$ cat src/rtl/aes_pkg.sv
// rtl/aes_pkg.sv - shared types, constants and byte indexing for the MixColumns stage
package aes_pkg;

  typedef logic [7:0]  byte_t;
  typedef logic [31:0] col_t;

  typedef enum logic [1:0] {
    IDLE,
    ISSUE,
    DRAIN
  } state_t;

  localparam int NUM_COLS = 4;
  localparam int LATENCY  = 5;

  // LSB position of byte s(r,c) in a column-major 128-bit state (s(0,0) is the top byte)
  function automatic int byte_lsb(input int r, input int c);
    return 120 - 8 * (4 * c + r);
  endfunction

endpackage

$ cat src/rtl/aes_mix_lane.sv
// rtl/aes_mix_lane.sv - one output row: registered x2/x3 lookups plus the 4-input XOR
module aes_mix_lane
  import aes_pkg::*;
(
  input  logic  clk,
  input  logic  rst,
  input  logic  rd_en,
  input  byte_t addr2,
  input  byte_t addr3,
  input  byte_t plain2,
  input  byte_t plain3,
  output byte_t mixed
);

  byte_t m2_q;
  byte_t m3_q;

  function automatic byte_t xtime(input byte_t b);
    return {b[6:0], 1'b0} ^ (b[7] ? 8'h1b : 8'h00);
  endfunction

  // Lookups read as 0x00 whenever they are not enabled
  always_ff @(posedge clk) begin
    if (rst) begin
      m2_q <= 8'h00;
      m3_q <= 8'h00;
    end else if (rd_en) begin
      m2_q <= xtime(addr2);
      m3_q <= xtime(addr3) ^ addr3;
    end else begin
      m2_q <= 8'h00;
      m3_q <= 8'h00;
    end
  end

  assign mixed = m2_q ^ m3_q ^ plain2 ^ plain3;

endmodule

$ cat src/rtl/aes_mix_columns_seq.sv
// rtl/aes_mix_columns_seq.sv - column-serial MixColumns, one column per cycle, Done after 5 clocks
// Optional AES_MIXCOL_LAST_ROUND_EN adds Last_Round, which passes the latched state through unmixed.
module aes_mix_columns_seq
  import aes_pkg::*;
(
  input  logic         CLK,
  input  logic         RST,
  input  logic         Start,
  input  logic [127:0] State_In,
`ifdef AES_MIXCOL_LAST_ROUND_EN
  input  logic         Last_Round,
`endif
  output logic         Busy,
  output logic         Done,
  output logic [127:0] State_Out
);

  state_t       state;
  state_t       state_nxt;
  logic [1:0]   col;
  logic [1:0]   col_d;
  logic         issue_v;
  logic         rd_en;
  logic         bypass;
  logic [127:0] in_reg;
  byte_t        lane_out [NUM_COLS];
  col_t         mixed_col;
  col_t         plain_col;

`ifdef AES_MIXCOL_LAST_ROUND_EN
  logic last_reg;

  always_ff @(posedge CLK) begin
    if (RST) begin
      last_reg <= 1'b0;
    end else if (state == IDLE && Start) begin
      last_reg <= Last_Round;
    end
  end

  assign bypass = last_reg;
`else
  assign bypass = 1'b0;
`endif

  always_ff @(posedge CLK) begin
    if (RST) begin
      state <= IDLE;
    end else begin
      state <= state_nxt;
    end
  end

  always_comb begin
    state_nxt = state;
    rd_en     = 1'b0;
    case (state)
      IDLE: begin
        if (Start) state_nxt = ISSUE;
      end
      ISSUE: begin
        rd_en = 1'b1;
        if (col == 2'(NUM_COLS - 1)) state_nxt = DRAIN;
      end
      DRAIN: state_nxt = IDLE;
      default: state_nxt = IDLE;
    endcase
  end

  // Addresses follow the issuing column; plain bytes follow the column whose ROM data is now valid
  for (genvar r = 0; r < NUM_COLS; r++) begin : g_lane
    aes_mix_lane u_lane (
      .clk    (CLK),
      .rst    (RST),
      .rd_en  (rd_en),
      .addr2  (in_reg[byte_lsb(r, int'(col)) +: 8]),
      .addr3  (in_reg[byte_lsb((r + 1) % NUM_COLS, int'(col)) +: 8]),
      .plain2 (in_reg[byte_lsb((r + 2) % NUM_COLS, int'(col_d)) +: 8]),
      .plain3 (in_reg[byte_lsb((r + 3) % NUM_COLS, int'(col_d)) +: 8]),
      .mixed  (lane_out[r])
    );
  end

  assign mixed_col = {lane_out[0], lane_out[1], lane_out[2], lane_out[3]};
  assign plain_col = in_reg[byte_lsb(3, int'(col_d)) +: 32];

  always_ff @(posedge CLK) begin
    if (RST) begin
      in_reg    <= '0;
      col       <= 2'd0;
      col_d     <= 2'd0;
      issue_v   <= 1'b0;
      Busy      <= 1'b0;
      Done      <= 1'b0;
      State_Out <= '0;
    end else begin
      issue_v <= rd_en;
      col_d   <= col;
      Done    <= (state == DRAIN);
      if (state == IDLE && Start) begin
        in_reg <= State_In;
        col    <= 2'd0;
        Busy   <= 1'b1;
      end
      if (state == ISSUE) col <= col + 2'd1;
      if (state == DRAIN) Busy <= 1'b0;
      if (issue_v) begin
        State_Out[byte_lsb(3, int'(col_d)) +: 32] <= bypass ? plain_col : mixed_col;
      end
    end
  end

endmodule

$ cat config.mk
export PLATFORM = sky130hd
export DESIGN_NAME = aes_mix_columns_seq
export DESIGN_NICKNAME = d
export VERILOG_FILES = /design/src/rtl/aes_pkg.sv /design/src/rtl/aes_mix_lane.sv /design/src/rtl/aes_mix_columns_seq.sv
export SDC_FILE = /design/constraint.sdc
export NUM_CORES = 1
export LEC_CHECK = 0
export CAP_MARGIN = 20
export CORE_MARGIN = 3
export CORE_UTILIZATION = 37
export DETAILED_ROUTE_END_ITERATION = 8
export DONT_BUFFER_PORTS = 1
export GPL_TIMING_DRIVEN = 0
export SLEW_MARGIN = 30
export SYNTH_ARGS = -nofsm -noshare
export SYNTH_HDL_FRONTEND = slang
export SYNTH_SLANG_ARGS = --single-unit
$ cat constraint.sdc
create_clock -name CLK -period 3.2 [get_ports CLK]
set_input_delay 0.64 -clock CLK [delete_from_list [all_inputs] [get_ports CLK]]
set_output_delay 0.64 -clock CLK [all_outputs]
set_load 0.05 [all_outputs]
# Yosys cells after proc, flatten, opt, wreduce, memory -nomap -nowiden
# Cells that the tools add are included.
[word_totals] register_bits=329 input_bits=131
[op_classes] addsub=16 eq_ne=5 n_shift=10 mux=11 bitwise_logic=21 reduce_logical=6
[ops] cell="$shiftx A128 B9 Y8" n=6
[ops] cell="$shiftx A128 B8 Y8" n=2
[ops] cell="$xor A8 B8 Y8" n=20
[ops] cell="$bwmux W128" n=1
[ops] cell="$shift A32 B33 Y128 const A" n=1
[ops] cell="$shiftx A32 B33 Y128" n=1
[ops] cell="$sub A7 B8 Y9 const A" n=6
[ops] cell="$neg A9 Y33" n=1
[ops] cell="$add A4 B2 Y5 const B" n=4
[ops] cell="$mux W5" n=4
[ops] cell="$sub A7 B7 Y8 const A" n=2
[ops] cell="$add A4 B1 Y5 const B" n=2
[ops] cell="$mux W2" n=4
[ops] cell="$eq A2 B2 Y1 const B" n=2
[ops] cell="$ne A2 B2 Y1 const B" n=2
[ops] cell="$pmux W2 S2" n=1
[ops] cell="$reduce_or A2 Y1" n=2
[ops] cell="$add A2 B1 Y2 const B" n=1
[ops] cell="$eq A2 B1 Y1 const B" n=1
[ops] cell="$logic_not A2 Y1" n=1
[ops] cell="$reduce_and A2 Y1" n=1
[ops] cell="$reduce_bool A2 Y1" n=1
[ops] cell="$logic_and A1 B1 Y1" n=1
[ops] cell="$mux W1" n=1
[ops] cell="$not A1 Y1" n=1

# Longest topological paths before layout
# Gate-level depths: netlist (run 1).
[logic_depth] ltp_word=7 mapped_depth=8 mapped_depth_nobuf=5

# Modules after synthesis
# Synthesis (run 1) repeated with hierarchy kept, for this count alone.
[unflattened] cells_unflattened=1478 area_unflattened_um2=14159.8
[by_module_without_submodules] mod="aes_mix_columns_seq" n_inst=1 cells_each=1194 area_each_um2=11081.9 seq_area_each_um2=5305.1
[by_module_without_submodules] mod="aes_mix_lane" n_inst=4 cells_each=71 area_each_um2=769.5 seq_area_each_um2=320.3

# Worst setup path after synthesis (run 1)
# Ideal clock, no wire load.
[synth_timing] path_type="register -> register" start="register col_d[0]" end="register State_Out[10]" setup_time_ns=0.070 arrival_ns=1.872 required_time_ns=3.130 setup_slack_ns=1.258 stages_incl_launch_ff=8 path_buffers=3 period_less_slack_ns=1.942 path_cell_list="dfxtp_1 > buf_2 > buf_2 > inv_2 > ha_1 > or3_1 > clkbuf_1 > o21ai_1"
[synth_between] elab_chain_len=7 word_cells_on_any_way=23 cone_classes="add/sub (8); shift (6); mux (1); bitwise (8)"
[synth_rtl] item="start, declared" line="aes_mix_columns_seq.sv:21" rtl="logic [1:0] col_d;"
[synth_rtl] item="start signal, assigned" line="aes_mix_columns_seq.sv:98" rtl="col_d <= col;"
[synth_rtl] item="$add A4 B1 Y5 or $add A4 B2 Y5 (tied branches)" line="aes_pkg.sv:18" rtl="return 120 - 8 * (4 * c + r);"
[synth_rtl] item="$sub A7 B8 Y9" line="aes_pkg.sv:18"
[synth_rtl] item="$shiftx A128 B9 Y8" line="aes_mix_columns_seq.sv:78, aes_mix_columns_seq.sv:79"
[synth_rtl] item="$xor A8 B8 Y8 (2 in a row)" line="aes_mix_lane.sv:36" rtl="assign mixed = m2_q ^ m3_q ^ plain2 ^ plain3;"
[synth_rtl] item="$shiftx A32 B33 Y128" line="aes_mix_columns_seq.sv:108" rtl="State_Out[byte_lsb(3, int'(col_d)) +: 32] <= bypass ? plain_col : mixed_col;"
[synth_rtl] item="$bwmux W128 (*)" line="aes_mix_columns_seq.sv:108"
[synth_rtl] item="end signal, assigned by index" line="aes_mix_columns_seq.sv:108"
[synth_rtl] item="end, declared" line="aes_mix_columns_seq.sv:15" rtl="output logic [127:0] State_Out"
# Every way passes the cells marked *; elsewhere a longest branch is shown, timed or not.
# A chain may end at the register's enable or synchronous reset.

# Final worst setup path (run 1)
[layout_timing] start="register col_d[0]" end="register State_Out[42]"
# The elaborated chain is that of the path after synthesis.

==> out/summary.md, run 1 <==
- length of the first detailed-routing pass in iterations: 5
- setup repair after global routing missed its margin: no
- share of the clock period used by the worst path after layout: 81.6%
- total leakage power: 5.47 nW
- instance count after placement with tap cells included: 1,781
- number of placement rows: 68
- switch share: 27.3%
- worst reg2reg path depth: 8
- maximum frequency from static timing analysis: 383 MHz
- combined global-route utilization of all metal layers: 21.7%
- gp weighted congestion: 0.891
- Setup TNS: 0 ps
- element type at the critical path end: flop
- Setup Viol. Count Final: 0
- switching component of the power: 2.64 mW
- Filler cells: 3,422
- total vias in the final route: 9,697
- TritonCTS clock tree: built
- Max VDD drop: 600 uV
- Syn Nets: 1,463
- overflow left after global routing: 0
- hold buffers post-CTS: 0
- number of DRC violations after detailed-routing iteration 0: 685
- HPWL after DPL: 32,400 um
- path class of the lowest-slack min-delay path: input port to flop
- power per cell area: 650 nW/um^2
- later-pin clock latency in the skew report: 540 ps
- antenna violations before repair: 3
- fin nets: 1,500
- PostCTS Resize Cnt: 0
- Clock Skew: 34.2 ps
- Crit path arrival time: 3060 ps
- area of the core: 34,900 um^2
- data required time at the worst endpoint: 3640 ps
- Area growth syn-to-layout: 12.8%
- slew of the pin with the lowest slew margin: 744 ps
- register share of total power: 45.6%
- starting density of the core: 37.8%
- final number of hold-violating endpoints: 0
- hold depth: 2
- synthesized flop and latch total: 325
- CTS buffer count: 35
- Port Buffer Count: 0
- final max-slew violation count: 0
- Critical Path Start Type: flop
- count of buffers added by post-CTS timing repair for setup: 0
- path type of the worst setup path: flop to flop
- first-pass GRT wire length: 62,200 um
- result of the run: complete, no violations
- Syn Area/Cell: 9.96 um^2
- total die area: 38,000 um^2
- pin count of the biggest net entering global routing: 15
- share of final-layout standard cells stronger than drive strength 1: 11.8%
- vias in the first global route: 9,544
- fin crit period: 2610 ps
- clock-pin slew on the worst setup and hold paths: 60 ps
- DR WL/cell: 22.9 um
- Die Width: 195 um
- root buffer selected by CTS: sky130_fd_sc_hd__clkbuf_16
- gr busiest metal: met2
- total wire length after detailed routing: 42,300 um
- relative slew slack: 50.4%
- I/O pins: 261
- Longest Clk Path Bufs: 3
- total number of yosys warnings: 0
- portion of the post-synthesis area used by sequential elements: 49.3%
- post-route insts no fill: 1,844
- GR Util met2: 35.3%
- highest net fanout along the worst path: 10
- combinational fraction of design power: 13.3%
- Sinks on Clock Net: 325
- met1 track demand over resource in global routing: 28.2%
- summed instance area of the synthesized netlist: 13,200 um^2
- mean number of vias per cell: 5.26
- total of max-cap violations: 0
- portion of total power attributed to the clock network: 41.1%
- Netlist cell types: 38
- number of remaining DRC errors: 0
- Design Power: 9.68 mW
- internal power: 7.03 mW
- Global Route met3 Usage: 7.00%
- number of levels the H-tree was split into: 2
- Antenna Violating Nets Remaining: 0
- synthesized instance count: 1,326
- height of the die: 195 um
-- stage by stage --
stage | hold slack (ps) | cell area [um^2] | util, % | worst slack (ps)
final | 226 | 14900 | 42.7 | 587
after global routing | 217 | 14900 | 42.7 | 357
after CTS | 208 | 14900 | 42.7 | 522
after detailed placement | 459 | 13800 | 39.5 | 307
after global placement | 450 | 13800 | 39.5 | 356
after floorplan | 441 | 13200 | - | 1260
-- placed cells by master, fill, tap and decap left out, types with 2 or more instances in the layout --
master | Yosys | final
sky130_fd_sc_hd__nand2_1 | 384 | 384
sky130_fd_sc_hd__dfxtp_1 | 325 | 325
sky130_fd_sc_hd__a21oi_1 | 133 | 133
sky130_fd_sc_hd__o21ai_1 | 116 | 116
sky130_fd_sc_hd__clkbuf_1 | 73 | 78
sky130_fd_sc_hd__mux4_2 | 63 | 63
sky130_fd_sc_hd__nor2_1 | 42 | 42
sky130_fd_sc_hd__clkbuf_16 | 0 | 35
sky130_fd_sc_hd__xor2_1 | 32 | 32
sky130_fd_sc_hd__xnor2_1 | 28 | 28
sky130_fd_sc_hd__xnor3_1 | 22 | 22
sky130_fd_sc_hd__xnor3_2 | 22 | 22
sky130_fd_sc_hd__and2_1 | 21 | 21
sky130_fd_sc_hd__buf_2 | 12 | 12
sky130_fd_sc_hd__o21ai_0 | 12 | 12
sky130_fd_sc_hd__clkinv_2 | 0 | 9
sky130_fd_sc_hd__ha_1 | 6 | 6
sky130_fd_sc_hd__nor2b_1 | 5 | 5
sky130_fd_sc_hd__clkbuf_8 | 0 | 5
sky130_fd_sc_hd__buf_6 | 3 | 3
sky130_fd_sc_hd__inv_1 | 3 | 3
sky130_fd_sc_hd__inv_6 | 0 | 3
sky130_fd_sc_hd__clkinvlp_4 | 0 | 3
sky130_fd_sc_hd__buf_8 | 2 | 2
sky130_fd_sc_hd__nor3b_1 | 2 | 2
sky130_fd_sc_hd__buf_1 | 2 | 2
sky130_fd_sc_hd__buf_4 | 2 | 2
sky130_fd_sc_hd__bufinv_16 | 0 | 2
-- worst paths after layout --
kind	from	endpoint	slack, ps
setup / recovery	col_d[0]$_SDFF_PP0_	State_Out[42]$_SDFFE_PP0P_	590
hold / removal	State_In[11]	in_reg[11]$_SDFFE_PP0P_	230
setup reg to reg	col_d[0]$_SDFF_PP0_	State_Out[42]$_SDFFE_PP0P_	590
hold reg to reg	in_reg[15]$_SDFFE_PP0P_	in_reg[15]$_SDFFE_PP0P_	470
-- cell type report --
type,instances,area (um^2),area share (%)
flip-flops and latches,325,6510,43.7
inverters,4,15.0,0.101
clock buffers,45,963,6.47
diodes,1,2.50,0.0168
well taps,455,569,3.82
multi-input cells,902,6240,41.9
clock inverters,17,154,1.03
plain buffers,95,440,2.96
-- routing by layer --
layer / vias to the layer above / routed length [um]
met5: - / 40
met4: 4 / 963
met3: 67 / 4230
met2: 409 / 19500
met1: 4680 / 17600
li1: 4537 / -
-- kinds of logic (layout without fill, tap and decap cells) --
logic type      after synthesis  count (layout)  share of synthesized area (%)
other cells                   0               1                              0
mux                          65              65                           11.0
compound gates              264             264                           10.1
flops                       325             325                           49.3
xor+xnor                    104             104                           11.7
fa+ha+maj                     6               6                          0.569
buf+inv                      99             161                           3.45
simple gates                463             463                           13.9
-- power by group through the flow --
stage	sequential (mW)	clock [mW]	combinational (mW)
floorplan	4.45	0	0.884
global placement	4.48	0	1.28
detailed placement	4.49	0	1.28
CTS	4.41	4.04	1.29
global route	4.42	4.20	1.38
finish	4.41	3.98	1.29
-- worst max-delay path, stage by stage, from the launching register on --
cell and delay (ps):
sky130_fd_sc_hd__dfxtp_1 380, sky130_fd_sc_hd__buf_2 280, sky130_fd_sc_hd__buf_2 380, sky130_fd_sc_hd__inv_2 90, sky130_fd_sc_hd__ha_1 220, sky130_fd_sc_hd__a21oi_1 540
sky130_fd_sc_hd__clkbuf_1 440, sky130_fd_sc_hd__nand2_1 110, sky130_fd_sc_hd__o21ai_1 90
-- synthesized netlist by cell type (all sizes together) --
library cell / instances / share of area [%]
nand2: 384 / 11
dfxtp: 325 / 49
a21oi: 133 / 5.0
o21ai: 128 / 4.9
clkbuf: 73 / 2.1
mux4: 64 / 11
xnor3: 44 / 7.7
nor2: 42 / 1.2
xor2: 32 / 2.1
xnor2: 28 / 1.9
buf: 22 / 1.3
and2: 21 / 1.0
ha: 6 / 0.57
nor2b: 5 / 0.24
inv: 4 / 0.11
nor3b: 2 / 0.11
a22oi: 1 / 0.057
mux2i: 1 / 0.076
nand2b: 1 / 0.047
nand3: 1 / 0.038
nand3b: 1 / 0.057
nand4: 1 / 0.047
nand4b: 1 / 0.066
nor3: 1 / 0.038
nor4b: 1 / 0.066
o21bai: 1 / 0.057
o22ai: 1 / 0.047
or3: 1 / 0.047
or3b: 1 / 0.066
Note: power is estimated with default switching activity, not from simulation.
==> run 2, diff against run 1 <==
clock period = 2.4 ns   (was 3.2 ns; I/O delays follow)
==> out/summary.md, run 2 (synthesized netlist as in run 1, its figures left out) <==
- result of the run: complete, no violations, unchanged
- Filler cells: 3,420, was 3,422
- Worst Hold Margin: 66.7 ps, was 226 ps
- Clock Skew: 33.9 ps, was 34.2 ps
- instance count after placement with tap cells included: 1,781, unchanged
- power per cell area: 865 nW/um^2, was 650 nW/um^2
- total vias in the final route: 9,794, was 9,697
- post-route insts no fill: 1,844, unchanged
- setup repair after global routing missed its margin: no, unchanged
- total die area: 38,000 um^2, unchanged
- DR WL/cell: 23.0 um, was 22.9 um
- first-pass GRT wire length: 62,300 um, was 62,200 um
- pin count of the biggest net entering global routing: 15, unchanged
- clock-pin slew on the worst setup and hold paths: 70 ps, was 60 ps
- number of levels the H-tree was split into: 2, unchanged
- length of the first detailed-routing pass in iterations: 4, was 5
- Setup Viol. Count Final: 0, unchanged
- hold buffers post-CTS: 0, unchanged
- fin crit period: 2340 ps, was 2610 ps
- total of max-cap violations: 0, unchanged
- I/O pins: 261, unchanged
- Max VDD drop: 801 uV, was 600 uV
- worst r2r dst: State_Out[3]$_SDFFE_PP0P_, was State_Out[42]$_SDFFE_PP0P_
- startpoint of the worst register-to-register path: col_d[0]$_SDFF_PP0_, unchanged
- capture endpoint of the worst hold path: in_reg[11]$_SDFFE_PP0P_, unchanged
- HPWL after DPL: 32,400 um, unchanged
- gp weighted congestion: 0.891, unchanged
- number of remaining DRC errors: 0, unchanged
- Setup TNS: 0 ps, unchanged
- relative slew slack: 51.7%, was 50.4%
- root buffer selected by CTS: sky130_fd_sc_hd__clkbuf_16, unchanged
- Longest Clk Path Bufs: 3, unchanged
- starting density of the core: 37.8%, unchanged
- reg-to-reg slack, setup: 60 ps, was 590 ps
- vias in the first global route: 9,560, was 9,544
- Critical Path Start Type: flop, unchanged
- TritonCTS clock tree: built, unchanged
- overflow left after global routing: 0, unchanged
- worst reg2reg path depth: 7, was 8
- most common library cell in the layout ignoring fill and taps: sky130_fd_sc_hd__nand2_1, unchanged
- Antenna Violating Nets Remaining: 0, unchanged
- most used cells in the layout excluding fill and tap cells: sky130_fd_sc_hd__nand2_1, sky130_fd_sc_hd__dfxtp_1, sky130_fd_sc_hd__a21oi_1, unchanged
- antenna violations before repair: 3, unchanged
- number of placement rows: 68, unchanged
- mean number of vias per cell: 5.31, was 5.26
- fin nets: 1,500, unchanged
- highest net fanout along the worst path: 10, unchanged
- Hold Startpoint: State_In[11], unchanged
- Sinks on Clock Net: 325, unchanged
- path class of the lowest-slack min-delay path: input port to flop, unchanged
- Crit path arrival time: 2790 ps, was 3060 ps
- total wire length after detailed routing: 42,500 um, was 42,300 um
- hold depth: 2, unchanged
- path type of the worst setup path: flop to flop, unchanged
- number of DRC violations after detailed-routing iteration 0: 661, was 685
- area of the core: 34,900 um^2, unchanged
- share of final-layout standard cells stronger than drive strength 1: 12.6%, was 11.8%
- combined global-route utilization of all metal layers: 21.7%, about the same
- CTS buffer count: 35, unchanged
- height of the die: 195 um, unchanged
- element type at the critical path end: flop, unchanged
- slew of the pin with the lowest slew margin: 724 ps, was 744 ps
- later-pin clock latency in the skew report: 540 ps, about the same
- total leakage power: 5.49 nW, was 5.47 nW
- share of the clock period used by the worst path after layout: 97.6%, was 81.6%
- Die Width: 195 um, unchanged
- Area growth syn-to-layout: 13.0%, was 12.8%
- Port Buffer Count: 0, unchanged
- maximum frequency from static timing analysis: 427 MHz, was 383 MHz
- data required time at the worst endpoint: 2850 ps, was 3640 ps
- final number of hold-violating endpoints: 0, unchanged
- final max-slew violation count: 0, unchanged
## run 2: cell count changes in the layout (fill, tap and decap cells not counted)
| cell | delta |
|---|---|
| sky130_fd_sc_hd__clkbuf_2 | +8 |
| sky130_fd_sc_hd__buf_4 | +2 |
| sky130_fd_sc_hd__a21oi_2 | +3 |
| sky130_fd_sc_hd__buf_2 | -2 |
| sky130_fd_sc_hd__clkbuf_1 | -8 |
| sky130_fd_sc_hd__a21oi_1 | -3 |
## run 2: worst max-delay path, stage by stage, from the launching register on
cell and delay (ps):
sky130_fd_sc_hd__dfxtp_1 380, sky130_fd_sc_hd__buf_4 220, sky130_fd_sc_hd__buf_4 260, sky130_fd_sc_hd__inv_2 80, sky130_fd_sc_hd__ha_1 340, sky130_fd_sc_hd__or3_1 540, sky130_fd_sc_hd__clkbuf_2 280, sky130_fd_sc_hd__o21ai_1 170
## run 2: layer usage
| metal | up-vias | part of all wire (%) | wire, um | track usage [%] |
|---|---|---|---|---|
| li1 | 4541 | - | - | - |
| met1 | 4775 | 41 | 17600 | 28.2 |
| met2 | 408 | 46 | 19700 | 35.3 |
| met3 | 66 | 10 | 4260 | 7.00 |
| met4 | 4 | 2.2 | 929 | 5.25 |
| met5 | - | 0.094 | 40 | 0 |
## run 2: worst max path at each step
| stage | from | end | slack (ps) | cells after the start |
|---|---|---|---|---|
| 2_1_floorplan | col_d[0]$_SDFF_PP0_ | State_Out[10]$_SDFFE_PP0P_ | 460 | 7 |
| 3_3_place_gp | RST | in_reg[51]$_SDFFE_PP0P_ | -280 | 5 |
| 3_5_place_dp | RST | in_reg[49]$_SDFFE_PP0P_ | -330 | 5 |
| 4_1_cts | col_d[0]$_SDFF_PP0_ | State_Out[14]$_SDFFE_PP0P_ | 70 | 7 |
| 5_1_grt | col_d[0]$_SDFF_PP0_ | State_Out[3]$_SDFFE_PP0P_ | 0.5 | 7 |
| 6_report | col_d[0]$_SDFF_PP0_ | State_Out[3]$_SDFFE_PP0P_ | 60 | 7 |
## run 2: cell type report
class,instances,area [um^2],share of cell area [%]
Antenna cell,1,2.50,0.0168
Buffer,95,455,3.05
Clock buffer,45,963,6.46
Clock inverter,17,154,1.03
Inverter,4,15.0,0.101
Multi-Input combinational cell,902,6250,41.9
Sequential cell,325,6510,43.6
Tap cell,455,569,3.82
## run 2: timing repair
action,in CTS,in global routing
buffers inserted,0,0
resized for setup,8,10
endpoints found under the setup margin,120,34
## run 2: power by group
part           total (mW)  switching (mW)  internal (mW)  leakage (nW)
Combinational        1.72            1.03          0.696          2.30
Clock                5.31            2.24           3.07         0.551
Sequential           5.88           0.261           5.62          2.64
## run 2: metrics by stage
stage                     instance area, um^2  utilization, %  setup slack (ps)  power [mW]
after global routing                    14900            42.8             0.545        13.3
after CTS                               14900            42.7              71.4        13.0
after floorplan                         13200               -               458        7.11
final                                   14900            42.8              56.5        12.9
after global placement                  13800            39.5              -284        7.68
after detailed placement                13800            39.5              -333        7.70
==> run 3, diff against run 2 <==
CORE_UTILIZATION = 30   (was 37)
==> out/summary.md, run 3 (synthesized netlist as in run 1, its figures left out) <==
- Filler cells: 4,390, was 3,420
- height of the die: 216 um, was 195 um
- Crit path arrival time: 2730 ps, was 2790 ps
- Die Width: 216 um, was 195 um
- number of remaining DRC errors: 0, unchanged
- total wire length after detailed routing: 44,800 um, was 42,500 um
- clock-pin slew on the worst setup and hold paths: 60 ps, was 70 ps
- Sinks on Clock Net: 325, unchanged
- total of max-cap violations: 0, unchanged
- final design utilization: 35.5%, was 42.8%
- combined global-route utilization of all metal layers: 18.7%, was 21.7%
- Design Power: 13.7 mW, was 12.9 mW
- antenna fix cells: 0, was 1
- HPWL after DPL: 34,800 um, was 32,400 um
- path class of the lowest-slack min-delay path: input port to flop, unchanged
- setup slack at placement: -453 ps, was -333 ps
- Area growth syn-to-layout: 16.2%, was 13.0%
- I/O pins: 261, unchanged
- Max VDD drop: 499 uV, was 801 uV
- maximum frequency from static timing analysis: 428 MHz, was 427 MHz
- vias in the first global route: 9,887, was 9,560
- overflow left after global routing: 0, unchanged
- result of the run: complete, no violations, unchanged
- Port Buffer Count: 0, unchanged
- critical path's most frequent cell: sky130_fd_sc_hd__clkbuf_1, was sky130_fd_sc_hd__buf_4
- data required time at the worst endpoint: 2800 ps, was 2850 ps
- antenna violations before repair: 3, unchanged
- setup repair after global routing missed its margin: no, unchanged
- cell area after layout: 15,300 um^2, was 14,900 um^2
- Setup Viol. Count Final: 0, unchanged
- buffers plus inverters on the worst setup path: 4, unchanged
- later-pin clock latency in the skew report: 550 ps, was 540 ps
- worst-path cell with the longest stage delay: sky130_fd_sc_hd__clkbuf_1, was sky130_fd_sc_hd__or3_1
- final number of hold-violating endpoints: 0, unchanged
- Multi-input gate area: 6260 um^2, was 6250 um^2
- TritonCTS clock tree: built, unchanged
- highest net fanout along the worst path: 10, unchanged
- most used cells in the layout excluding fill and tap cells: sky130_fd_sc_hd__nand2_1, sky130_fd_sc_hd__dfxtp_1, sky130_fd_sc_hd__a21oi_1, unchanged
- DR WL/cell: 22.6 um, was 23.0 um
- number of cells on the critical path: 5, was 7
- gp weighted congestion: 0.877, was 0.891
- number of placement rows: 76, was 68
- CTS buffer count: 39, was 35
- Critical Path Start Type: input port, was flop
- power per cell area: 895 nW/um^2, was 865 nW/um^2
- worst reg2reg path depth: 5, was 7
- total leakage power: 5.64 nW, was 5.49 nW
- area taken by flip-flops and latches: 6510 um^2, unchanged
- fin nets: 1,507, was 1,500
- total die area: 46,600 um^2, was 38,000 um^2
- number of levels the H-tree was split into: 2, unchanged
- Placed Instance Area: 13,900 um^2, was 13,800 um^2
- Final Worst Setup Slack: 65.4 ps, was 56.5 ps
- hold buffers post-CTS: 0, unchanged
- element type at the critical path end: flop, unchanged
- Largest delay share family, worst path: buffers and inverters, unchanged
- hold depth: 2, unchanged
- area of the core: 43,300 um^2, was 34,900 um^2
- Antenna Violating Nets Remaining: 0, unchanged
- relative slew slack: 49.9%, was 51.7%
- first-pass GRT wire length: 64,400 um, was 62,300 um
- fin crit period: 2330 ps, was 2340 ps
- length of the first detailed-routing pass in iterations: 4, unchanged
- mean number of vias per cell: 4.97, was 5.31
- Clock Skew: 17.2 ps, was 33.9 ps
- final max-slew violation count: 0, unchanged
- slew of the pin with the lowest slew margin: 751 ps, was 724 ps
- Crit path largest cell delay: 600 ps, was 540 ps
- total vias in the final route: 9,850, was 9,794
- path type of the worst setup path: input port to flop, was flop to flop
- pin count of the biggest net entering global routing: 14, was 15
- number of DRC violations after detailed-routing iteration 0: 791, was 661
- share of the clock period used by the worst path after layout: 97.3%, was 97.6%
- Longest Clk Path Bufs: 3, unchanged
- starting density of the core: 30.5%, was 37.8%
- share of final-layout standard cells stronger than drive strength 1: 14.0%, was 12.6%
- most common library cell in the layout ignoring fill and taps: sky130_fd_sc_hd__nand2_1, unchanged
- root buffer selected by CTS: sky130_fd_sc_hd__clkbuf_16, unchanged
- CP Cell Sequence: clkbuf_1 -> clkbuf_2 -> clkbuf_1 -> buf_1 -> a21oi_1, was buf_4 -> buf_4 -> inv_2 -> ha_1 -> or3_1 -> clkbuf_2 -> o21ai_1
==> run 3: cell count changes in the layout (fill, tap and decap cells not counted), moves of 2 or more <==
cell,before,now
sky130_fd_sc_hd__clkbuf_1,70,60
sky130_fd_sc_hd__inv_6,3,5
sky130_fd_sc_hd__clkbuf_16,35,41
sky130_fd_sc_hd__clkbuf_2,8,19
sky130_fd_sc_hd__buf_4,4,6
sky130_fd_sc_hd__clkbuf_8,5,7
sky130_fd_sc_hd__clkinvlp_4,3,0
sky130_fd_sc_hd__clkinv_2,9,3
sky130_fd_sc_hd__clkinv_4,0,2
==> run 3: final timing paths <==
path / from / endpoint / slack, ps
hold / removal: State_In[34] / in_reg[34]$_SDFFE_PP0P_ / 60
setup / recovery: RST / in_reg[83]$_SDFFE_PP0P_ / 70
setup reg to reg: col_d[0]$_SDFF_PP0_ / State_Out[49]$_SDFFE_PP0P_ / 130
hold reg to reg: in_reg[55]$_SDFFE_PP0P_ / in_reg[55]$_SDFFE_PP0P_ / 470
==> run 3: layout make-up <==
type                       count  share of cell area, %
tap                          585                   4.77
buffer                        95                   3.06
sequential                   325                   42.4
clock buffer                  54                   7.46
timing repair buffer           3                  0.147
multi-input combinational    902                   40.8
clock inverter                14                   1.22
inverter                       4                 0.0979
==> run 3: metrics by stage <==
stage | TNS, ps | std cells | hold slack [ps]
2_1_floorplan | 0 | 1326 | 441
3_3_place_gp | -38530 | 1911 | 451
3_5_place_dp | -43100 | 1911 | 457
4_1_cts | 0 | 1979 | 25.9
5_1_grt | 0 | 1982 | 39.8
6_report | 0 | 1982 | 59.9
==> run 3: layer usage <==
layer,GRT usage (%),wire (um)
met1,22.9,18400
met2,31.1,21000
met3,6.10,3980
met4,6.46,1370
met5,0,41
==> run 3: worst register-to-register path, cell delays in order (launching register included) <==
cell and delay [ps]:
sky130_fd_sc_hd__dfxtp_1 380, sky130_fd_sc_hd__clkbuf_4 250, sky130_fd_sc_hd__buf_2 340, sky130_fd_sc_hd__mux4_2 480, sky130_fd_sc_hd__xnor3_2 540, sky130_fd_sc_hd__o21ai_1 200
==> run 3: report_power, final <==
group | internal, mW | switching, mW
combinational | 0.702 | 1.07
sequential | 5.62 | 0.270
clock | 3.69 | 2.38
==> run 3: timing repair <==
item,CTS,global route
pin swaps,0,0
setup buffers,0,3
resized for setup,11,28
setup endpoints to repair,121,136
